### config.mk
export PLATFORM = sky130hd
export DESIGN_NAME = pc_flags_unit
export DESIGN_NICKNAME = d
export VERILOG_FILES = /design/src/rtl/pc_flags_unit.sv
export SDC_FILE = /design/constraint.sdc
export NUM_CORES = 1
export LEC_CHECK = 0
export BUFFER_PORTS_ARGS = -buffer_cell sky130_fd_sc_hd__buf_2
export CAP_MARGIN = 20
export CORE_UTILIZATION = 48
export CTS_CLUSTER_SIZE = 40
export DETAILED_ROUTE_END_ITERATION = 10
export GPL_ROUTABILITY_DRIVEN = 0
export PLACE_DENSITY = 0.95
export SLEW_MARGIN = 25
export SYNTH_ARGS = -nofsm -noshare
export SYNTH_HDL_FRONTEND = slang
export SYNTH_SLANG_ARGS = --single-unit
export TNS_END_PERCENT = 100
### constraint.sdc
create_clock -name clk -period 2.52 [get_ports clk]
set_input_delay 0.378 -clock clk [delete_from_list [all_inputs] [get_ports clk]]
set_output_delay 0.378 -clock clk [all_outputs]
set_load 0.01 [all_outputs]
### src/rtl/pc_flags_unit.sv
// Program counter, status flags and run/halt control stage fed by the ALU compare vector.
// Optional branch-and-link / return support is enabled by defining PC_FLAGS_LINK_EN.
module pc_flags_unit #(
    parameter int              PC_W     = 8,
    parameter logic [PC_W-1:0] RESET_PC = '0
) (
    input  logic            clk,
    input  logic            rst_n,
    input  logic            instr_valid,
    input  logic            stall,
    input  logic [3:0]      opcode,
    input  logic [2:0]      cond,
    input  logic [PC_W-1:0] target,
    input  logic [3:0]      cmp_result,
    output logic [PC_W-1:0] pc,
    output logic [3:0]      flags,
    output logic            branch_taken,
    output logic            halted,
    output logic [PC_W-1:0] lr
);

    localparam logic [3:0] OP_HALT = 4'b0000;
    localparam logic [3:0] OP_CMP  = 4'b0101;
    localparam logic [3:0] OP_BR   = 4'b0111;
`ifdef PC_FLAGS_LINK_EN
    localparam logic [3:0] OP_RET  = 4'b1110;
`endif

    localparam logic [0:0] ST_RUN  = 1'b0;
    localparam logic [0:0] ST_HALT = 1'b1;

    logic [PC_W-1:0] pc_q, pc_d;
    logic [3:0]      flags_q, flags_d;
    logic            branch_taken_q, branch_taken_d;
    logic [0:0]      state_q, state_d;
    logic            adv;
    logic            cond_ok;
    logic [PC_W-1:0] pc_inc;
`ifdef PC_FLAGS_LINK_EN
    logic [PC_W-1:0] lr_q, lr_d;
`endif

    // Conditions look at the registered flags so a CMP one cycle earlier is already visible.
    always_comb begin
        cond_ok = 1'b0;
        case (cond)
            3'b000:  cond_ok = 1'b1;
            3'b001:  cond_ok = flags_q[0];
            3'b010:  cond_ok = flags_q[1];
            3'b011:  cond_ok = flags_q[3];
            3'b100:  cond_ok = flags_q[2];
            3'b101:  cond_ok = flags_q[3] | flags_q[0];
            3'b110:  cond_ok = flags_q[2] | flags_q[0];
`ifdef PC_FLAGS_LINK_EN
            3'b111:  cond_ok = 1'b1;
`else
            3'b111:  cond_ok = 1'b0;
`endif
            default: cond_ok = 1'b0;
        endcase
    end

    always_comb begin
        adv            = instr_valid & ~stall & (state_q == ST_RUN);
        pc_inc         = pc_q + PC_W'(1);
        pc_d           = pc_q;
        flags_d        = flags_q;
        branch_taken_d = 1'b0;
        state_d        = state_q;
`ifdef PC_FLAGS_LINK_EN
        lr_d           = lr_q;
`endif
        if (adv) begin
            case (opcode)
                OP_HALT: state_d = ST_HALT;
                OP_CMP: begin
                    flags_d = cmp_result;
                    pc_d    = pc_inc;
                end
                OP_BR: begin
                    if (cond_ok) begin
                        pc_d           = target;
                        branch_taken_d = 1'b1;
`ifdef PC_FLAGS_LINK_EN
                        if (cond == 3'b111) lr_d = pc_inc;
`endif
                    end else begin
                        pc_d = pc_inc;
                    end
                end
`ifdef PC_FLAGS_LINK_EN
                OP_RET: begin
                    pc_d           = lr_q;
                    branch_taken_d = 1'b1;
                end
`endif
                default: pc_d = pc_inc;
            endcase
        end
    end

    always_ff @(posedge clk or negedge rst_n) begin
        if (!rst_n) begin
            pc_q           <= RESET_PC;
            flags_q        <= 4'b0000;
            branch_taken_q <= 1'b0;
            state_q        <= ST_RUN;
        end else begin
            pc_q           <= pc_d;
            flags_q        <= flags_d;
            branch_taken_q <= branch_taken_d;
            state_q        <= state_d;
        end
    end

`ifdef PC_FLAGS_LINK_EN
    always_ff @(posedge clk or negedge rst_n) begin
        if (!rst_n) lr_q <= '0;
        else        lr_q <= lr_d;
    end
    assign lr = lr_q;
`else
    assign lr = '0;
`endif

    assign pc           = pc_q;
    assign flags        = flags_q;
    assign branch_taken = branch_taken_q;
    assign halted       = (state_q == ST_HALT);

endmodule

==> impl_results.md, run 1 <==
- Hold_buf cts: 1
- Post-synth top area share: 0.377
- Primary FF master, synth: dfrtp_1
- H-tree level count: 1
- Mapped Area: 928 um2
- Initial antenna violation count: 0
- Max incr delay on CP: 430 ps
- Total CTS buffers: 3
- Highest clock rate: 596 MHz
- Slowest stage cell, crit path: dfrtp_1
- FP Rows: 15
- Cell with the most instances after synthesis: dfrtp_1
- Initial Utilization: 0.526
- DIE HEIGHT: 46.0 um
- Seq/Total Area, Yosys: 0.377
- Pwr Density: 683 mW/mm2
- Critical path required time: 2710 ps
- Die span in x: 46.0 um
- I/O pins: 45
- Gr usage total: 0.207
- Worst hold margin: 321 ps
- Die ar.: 0.00211 mm2
- Max VDD drop: 0.359 mV
- Max-cap viol count: 0
- Clock slew at reported path FFs: 90 ps
- R2R depth: 5
- Layout cells sized above 1: 0.400
- Via count: 865
- WHS Path Cells: 2
- Static Leakage: 0.538 nW
- Grt total ovfl: 0
- DRC: 0
- Minimum clock period: 1680 ps
- Post-route setup TNS: 0 ps
- Fin crit share: 0.665
- Area after DPL: 0.00108 mm2
- CTS root buffer: clkbuf_4
- Setup WS pre-CTS: 698 ps
- Data arrival time at the worst-slack endpoint: 1860 ps
- RSZ-0062 raised after global routing: false
- Status: finished clean
- Fin area: 0.00113 mm2
- Vias in the first global route: 781
- WS Path Type: reg2reg
- Flops & latches, synth: 14
- Internal power: 0.496 mW
- Reg2reg end: pc[6]
- EDFF count, synth: 0
- Cell variety after synth: 33
- Layout Nets: 155
- Ys Warns: 0
- Fin worst setup slack: 843 ps
- HPWL Detailed: 1.55 mm
- First-pass GRT wire length: 3.06 mm
- Synth Instances: 92
- Critical path startpoint: halted
- Worst-path maximum fanout: 4
- Crit path to: pc[6]
- Final wirelength: 1.95 mm
- Pin count of the biggest net entering global routing: 19
- Core Box Area: 0.00176 mm2
- Initial DRC Count: 14
- Worst Skew: 2.18 ps
- TritonCTS clock tree: done
- Pins over their slew limit: 0
- CP endpoint kind: register
- Diodes inserted: 0
- Avg Synthesized Cell Area: 10.1 um2
- Synth top area cells: dfrtp_1, buf_4, mux2_2
- P&R area growth vs syn: 21.7%
- Startpoint types: register
- Combinational share of power: 0.345
- Sequential Power Share: 0.443
- Final antenna-violating net count: 0
- Setup Fix Bufs, Post-CTS: 0
- # setup viols final: 0
- IO Port Bufs: 36
- Commonest cells in the netlist: dfrtp_1, nor2_1, buf_4
- Vias per std cell: 5.58
- FFs w/ async S/R, synth: 1.00
- TritonRoute pass-1 iters: 4
- Clk buf depth: 2
- Critical R2R Launch: halted
- Switching Share: 0.357
- Fin. Hold Viols: 0
- Hold/Removal Path Class: in2reg
- Switching power: 0.276 mW
- Worst skew pair latency: 280 ps
- Resized Gates After CTS: 0
- Cells along the critical path: or3b_4 -> nor4_4 -> nor2_1 -> o21a_1 -> a311oi_1
- WL/cell: 12.6 um
- Clk sinks: 14
- Reg2Reg Setup Slack: 840 ps
- Synth area leader: dfrtp_1
- Clk pwr share: 0.212
power groups by stage:
stage	Combinational [mW]	Sequential, mW	Clock [mW]
CTS	0.269	0.340	0.166
finish	0.266	0.342	0.164
floorplan	0.147	0.362	0
detailed placement	0.267	0.344	0
global route	0.296	0.349	0.177
global placement	0.255	0.339	0
registers in the layout, summed over array words and instances (netlist names):
| signal | cells |
|---|---|
| halted | 1 |
| flags | 4 |
| pc | 8 |
| branch_taken | 1 |
placed cells by master, fill, tap and decap left out, types with 2 or more instances in the layout:
cell	instances
o21ai_0	2
dfrtp_1	14
buf_2	36
nor2_1	12
a21oi_1	3
nor3_1	4
mux2i_1	3
nand2_1	6
clkbuf_4	3
nor4b_1	2
nor3b_1	2
conb_1	8
a2bb2oi_1	2
nand3_1	7
nor4_4	2
nand4_1	2
mux2_2	4
worst max-delay path, delay by kind of cell, from the launching register on:
kind,cells,cell delay (ps)
compound gates,2,350
flops,1,430
simple gates,3,790
cell families (layout without fill, tap and decap cells):
kind of cell / count (synthesis) / after routing / synth area share
multiplexers: 7 / 7 / 0.0809
other: 1 / 8 / 0.00404
adder cells (fa/ha/maj): 1 / 1 / 0.0135
AND/OR/NAND/NOR: 44 / 44 / 0.310
flip-flops: 14 / 14 / 0.377
AO/OA/AOI/OAI: 15 / 15 / 0.125
buffers and inverters: 10 / 41 / 0.0889
area by class of cell:
cell class              count  area (um2)
fillers                   169         634
repair buffers             37         190
clock buffers               4        36.3
flip-flops and latches     14         350
well taps                  25        31.3
multi-input cells          75         522
metal layers:
| layer | routed length [um] | share of wire | global-route usage | up-vias |
|---|---|---|---|---|
| met5 | 0 | 0 | 0 | - |
| met4 | 65 | 0.033 | 0.118 | 0 |
| met3 | 101 | 0.052 | 0.0357 | 11 |
| met2 | 997 | 0.51 | 0.394 | 40 |
| met1 | 786 | 0.40 | 0.205 | 411 |
| li1 | - | - | - | 403 |
through the flow:
stage | total power [mW] | utilization | instances
after CTS | 0.775 | 0.640 | 155
after global placement | 0.595 | 0.614 | 150
after global routing | 0.822 | 0.640 | 155
after detailed placement | 0.611 | 0.614 | 150
final | 0.772 | 0.640 | 155
after floorplan | 0.509 | - | 99
how the worst min path moves through the flow:
stage / start / endpoint / slack [ps]
after floorplan: rst_n / branch_taken / 80
after global placement: rst_n / pc[4] / 290
after CTS: cmp_result[1] / flags[1] / 320
final: cmp_result[1] / flags[1] / 320
after detailed placement: rst_n / pc[0] / 290
after global routing: cmp_result[1] / flags[1] / 320
(Power assumes the default switching activity.)
==> run 2: changes to the inputs <==
--- a/config.mk
+++ b/config.mk
@@ -7,11 +7,11 @@
 export LEC_CHECK = 0
 export BUFFER_PORTS_ARGS = -buffer_cell sky130_fd_sc_hd__buf_2
 export CAP_MARGIN = 20
-export CORE_UTILIZATION = 48
+export CORE_UTILIZATION = 45
 export CTS_CLUSTER_SIZE = 40
 export DETAILED_ROUTE_END_ITERATION = 10
 export GPL_ROUTABILITY_DRIVEN = 0
-export PLACE_DENSITY = 0.95
+export PLACE_DENSITY = 0.9
 export SLEW_MARGIN = 25
 export SYNTH_ARGS = -nofsm -noshare
 export SYNTH_HDL_FRONTEND = slang
==> constraint.sdc (replaced) <==
create_clock -name clk -period 1.6 [get_ports clk]
set_input_delay 0.24 -clock clk [delete_from_list [all_inputs] [get_ports clk]]
set_output_delay 0.24 -clock clk [all_outputs]
set_load 0.01 [all_outputs]
==> run 2 against run 1 <==
Compared with the run above:
- sequential share of layout area is 2.0 points lower
- routed wire length is 8.8% higher
- worst setup slack worse by 790 ps
- cell count is 5.8% higher
- die area is 6.4% higher
- total power is 59% higher
- design area is 6.9% higher
- non-clock buffer count is 7 higher
- register-to-register slack worse by 790 ps
- clock skew is 1.3 ps lower
- sequential power is 58% higher
- largest cell class unchanged
==> impl_results.md, run 2 (same netlist as run 1, synthesis figures left out) <==
- CP bufs+invs: 0
- Fin. Hold Viols: 0
- Gr usage total: 0.204
- Max VDD drop: 0.619 mV
- CTS root buffer: clkbuf_4
- Critical path required time: 1790 ps
- Sequential Power Share: 0.439
- Max incr delay on CP: 420 ps
- P&R area growth vs syn: 30.1%
- Switching power: 0.437 mW
- Crit path to: pc[6]
- Worst hold margin: 190 ps
- Initial DRC Count: 24
- Setup WS pre-CTS: -34.9 ps
- Clock slew at reported path FFs: 90 ps
- Final antenna-violating net count: 0
- Highest clock rate: 646 MHz
- Critical path startpoint: halted
- Internal power: 0.792 mW
- Layout cells sized above 1: 0.460
- Switching Share: 0.355
- CP top delay family: simple AND/OR/NAND/NOR gates
- CP endpoint kind: register
- Worst path depth: 5
- First-pass GRT wire length: 3.07 mm
- Die ar.: 0.00225 mm2
- HPWL Detailed: 1.60 mm
- Pwr Density: 1020 mW/mm2
- # setup viols final: 0
- Via count: 862
- Clk sinks: 14
- Fin worst setup slack: 53.1 ps
- Die span in x: 47.4 um
- WL/cell: 12.9 um
- Post-route setup TNS: 0 ps
- Vias in the first global route: 747
- Status: finished clean
- Clk pwr share: 0.209
- Flip-flop count of the largest register after layout: 8
- Clk buf depth: 2
- Initial antenna violation count: 0
- TritonRoute pass-1 iters: 4
- Grt total ovfl: 0
- Slowest stage cell, crit path: dfrtp_1
- H-tree level count: 1
- Reg2Reg Setup Slack: 50 ps
- Max-cap viol count: 0
- Reg2reg end: pc[6]
- Worst-path maximum fanout: 4
- Pins over their slew limit: 0
- Critical R2R Launch: halted
- Final wirelength: 2.12 mm
- Startpoint types: register
- Total CTS buffers: 3
- Minimum clock period: 1550 ps
- WS Path Type: reg2reg
- R2R depth: 5
- Layout Nets: 162
- Power, Total: 1.23 mW
- I/O pins: 45
- Pin count of the biggest net entering global routing: 15
- TritonCTS clock tree: done
- FP Rows: 16
- Most common cell after layout, fill and taps aside: buf_2
- Worst Skew: 0.843 ps
- Fin crit share: 0.967
- DRC: 0
- Initial Utilization: 0.478
- IO Port Bufs: 36
- Static Leakage: 0.578 nW
- Most frequent cells in the layout: buf_2, dfrtp_1, nor2_1
- Data arrival time at the worst-slack endpoint: 1740 ps
- Worst skew pair latency: 280 ps
- RSZ-0062 raised after global routing: true
- DIE HEIGHT: 47.4 um
- Core Box Area: 0.00194 mm2
- Hold/Removal Path Class: in2reg
- Vias per std cell: 5.26
- Diodes inserted: 0
- Cells along the critical path: or3b_4 -> nor4_4 -> nor2_1 -> o21a_1 -> a311oi_1
- Combinational share of power: 0.353
-- run 2: changes by cell type in the layout (fill, tap and decap cells not counted), sizes merged --
| cell | before | now |
|---|---|---|
| buf | 36 | 43 |
-- run 2: layout make-up --
type                    instances  area, um2
well taps                      27       33.8
fillers                       177        734
flip-flops and latches         14        350
multi-input cells              75        547
clock buffers                   4       36.3
repair buffers                 44        240
-- run 2: how the worst min path moves through the flow --
stage                  startpoint      endpoint  cells past startpoint
global placement            rst_n  branch_taken                      1
detailed placement          rst_n  branch_taken                      1
floorplan                   rst_n  branch_taken                      0
CTS                 cmp_result[2]      flags[2]                      2
finish              cmp_result[2]      flags[2]                      2
global route        cmp_result[2]      flags[2]                      2
-- run 2: repair_timing --
item / 4_1_cts / 5_1_grt
hold buffers: 1 / 0
pin swaps: 1 / 3
setup endpoints to repair: 2 / 6
resized for setup: 1 / 5
setup buffers: 0 / 2
hold endpoints to repair: 14 / 0
-- run 2: through the flow --
step	std cells	util	area (um2)
2_1_floorplan	99	-	955
3_3_place_gp	157	0.579	1120
3_5_place_dp	157	0.579	1120
4_1_cts	162	0.606	1180
5_1_grt	164	0.622	1210
6_report	164	0.622	1210
-- run 2: worst reg2reg max path, cell delays in order (launching register included) --
cell,delay (ps)
dfrtp_1,420
or3b_4,420
nor4_4,270
nor2_1,60
o21a_1,100
a311oi_1,190
-- run 2: power by group through the flow --
stage	logic [mW]	registers, mW	clock network (mW)
after floorplan	0.232	0.570	0
after global placement	0.412	0.534	0
after detailed placement	0.428	0.540	0
after CTS	0.431	0.534	0.260
after global routing	0.487	0.550	0.279
final	0.433	0.539	0.257
-- run 2: metal layers --
layer,vias to the layer above,track usage,wire length (um)
met2,42,0.389,1100
met4,0,0.0629,12
met1,402,0.207,858
met5,-,0,0
met3,2,0.0679,152
li1,416,-,-
==> run 3: changes to the inputs <==
--- a/config.mk
+++ b/config.mk
@@ -7,11 +7,13 @@
 export LEC_CHECK = 0
 export BUFFER_PORTS_ARGS = -buffer_cell sky130_fd_sc_hd__buf_2
 export CAP_MARGIN = 20
-export CORE_UTILIZATION = 45
+export CELL_PAD_IN_SITES_DETAIL_PLACEMENT = 1
+export CELL_PAD_IN_SITES_GLOBAL_PLACEMENT = 2
+export CORE_UTILIZATION = 26
 export CTS_CLUSTER_SIZE = 40
 export DETAILED_ROUTE_END_ITERATION = 10
 export GPL_ROUTABILITY_DRIVEN = 0
-export PLACE_DENSITY = 0.9
+export PLACE_DENSITY = 0.91
 export SLEW_MARGIN = 25
 export SYNTH_ARGS = -nofsm -noshare
 export SYNTH_HDL_FRONTEND = slang
==> run 3 against run 2 <==
Compared with the run above:
- die area rose by 70%
- cell count increased by 13%
- count of clock-buffer cells in the layout did not move
- total power grew 2.8%
- sequential share of layout area shrank 1.2 points
- via count up 1.7%
- clock power about the same
- sequential cell count did not move
- non-clock buffer count is 3 higher
- highest routed layer unchanged
- sequential power increased by 0.9%
- register-to-register slack worse by 30 ps
- worst setup slack lost 28 ps
==> impl_results.md, run 3 (same netlist as run 1, synthesis figures left out) <==
- Status: finished clean
- Minimum clock period: 1570 ps
- Total CTS buffers: 3
- Die ar.: 0.00381 mm2
- Core Box Area: 0.00339 mm2
- Flip-flop count of the largest register after layout: 8
- Critical path required time: 1800 ps
- Fillers: 427
- DIE HEIGHT: 61.8 um
- WL/cell: 13.7 um
- CTS root buffer: clkbuf_4
- Gr usage total: 0.140
- I/O pins: 45
- Area occupied by multi-input gates: 551 um2
- Most frequent cells in the layout: buf_2, dfrtp_1, nor2_1
- Pins over their slew limit: 0
- Vias in the first global route: 878
- Pwr Density: 999 mW/mm2
- Vias per std cell: 4.72
- First-pass GRT wire length: 3.85 mm
- Final wirelength: 2.55 mm
- Most common cell after layout, fill and taps aside: buf_2
- Power, Total: 1.26 mW
- Post-route setup TNS: 0 ps
- Fin crit share: 0.984
- Max-cap viol count: 0
- WHS Path Cells: 2
- Pin count of the biggest net entering global routing: 15
- Grt total ovfl: 0
- Data arrival time at the worst-slack endpoint: 1770 ps
- Final core utilization: 0.373
- Layout Nets: 165
- Placed insts: 178
- R2R depth: 5
- Initial antenna violation count: 0
- CP endpoint kind: register
- Clock slew at reported path FFs: 90 ps
- Die span in x: 61.8 um
- RSZ-0062 raised after global routing: true
- Via count: 877
- Startpoint types: register
- IO Port Bufs: 36
- TritonRoute pass-1 iters: 2
- Clk sinks: 14
- Clk buf depth: 2
- H-tree level count: 1
- Fin worst setup slack: 25.1 ps
- Initial DRC Count: 12
- Hold/Removal Path Class: in2reg
- P&R area growth vs syn: 36.3%
- Setup WS pre-CTS: -18.3 ps
- Final antenna-violating net count: 0
- Fin. Hold Viols: 0
- HPWL Detailed: 1.93 mm
- Initial Utilization: 0.274
- DRC: 0
- Worst skew pair latency: 290 ps
- Area occupied by registers: 352 um2
- # setup viols final: 0
- Highest clock rate: 635 MHz
- Worst-path maximum fanout: 3
- Layout cells sized above 1: 0.471
- Max VDD drop: 0.612 mV
- Diodes inserted: 0
- TritonCTS clock tree: done
- Static Leakage: 0.599 nW
- Layout Cells excl Fill: 186
- WS Path Type: reg2reg
- Worst Skew: 9.26 ps
- FP Rows: 21
==> run 3: final cells by class <==
| type | count | area share |
|---|---|---|
| timing repair buffer | 47 | 0.213 |
| clock buffer | 4 | 0.0287 |
| tap | 46 | 0.0455 |
| multi-input combinational | 75 | 0.435 |
| sequential | 14 | 0.278 |
==> run 3: path summary, 6_finish.rpt <==
check                           slack [ps]     startpoint       end
worst max register to register          30         halted     pc[6]
min in group asynchronous              400          rst_n  flags[2]
worst min-delay path                   180  cmp_result[1]  flags[1]
max in group asynchronous              940          rst_n  flags[0]
worst max-delay path                    30         halted     pc[6]
worst min register to register         540       flags[2]  flags[2]
==> run 3: worst max-delay path: stages (launching register included) <==
cell and delay (ps):
dfrtp_1 410, or3b_4 410, nor4_4 300, nor2_1 60, o21a_1 100, a311oi_1 190
==> run 3: report_power, final <==
group / switching [mW] / internal [mW] / total, mW
combinational: 0.233 / 0.227 / 0.460
sequential: 0.102 / 0.441 / 0.544
clock: 0.121 / 0.139 / 0.260
total: 0.456 / 0.807 / 1.26
==> run 3: what timing repair did <==
action / CTS / global route
hold buffers: 1 / 0
endpoints found under the setup margin: 4 / 5
gates cloned: 0 / 0
endpoints found under the hold margin: 14 / 0
buffers inserted: 1 / 2
pin swaps: 2 / 4
resized for setup: 2 / 7
==> run 3: metal layers <==
metal  up-vias  share of wire  track usage
li1        419              -            -
met1       425           0.40        0.150
met2        31           0.54        0.267
met3         2          0.054       0.0373
met4         0         0.0043       0.0381
met5         -              0            0
==> run 3: metrics by stage <==
| stage | area [um2] | hold slack (ps) |
|---|---|---|
| after floorplan | 955 | -55.6 |
| after global placement | 1160 | 156 |
| after detailed placement | 1160 | 159 |
| after CTS | 1220 | 169 |
| after global routing | 1260 | 173 |
| final | 1260 | 179 |
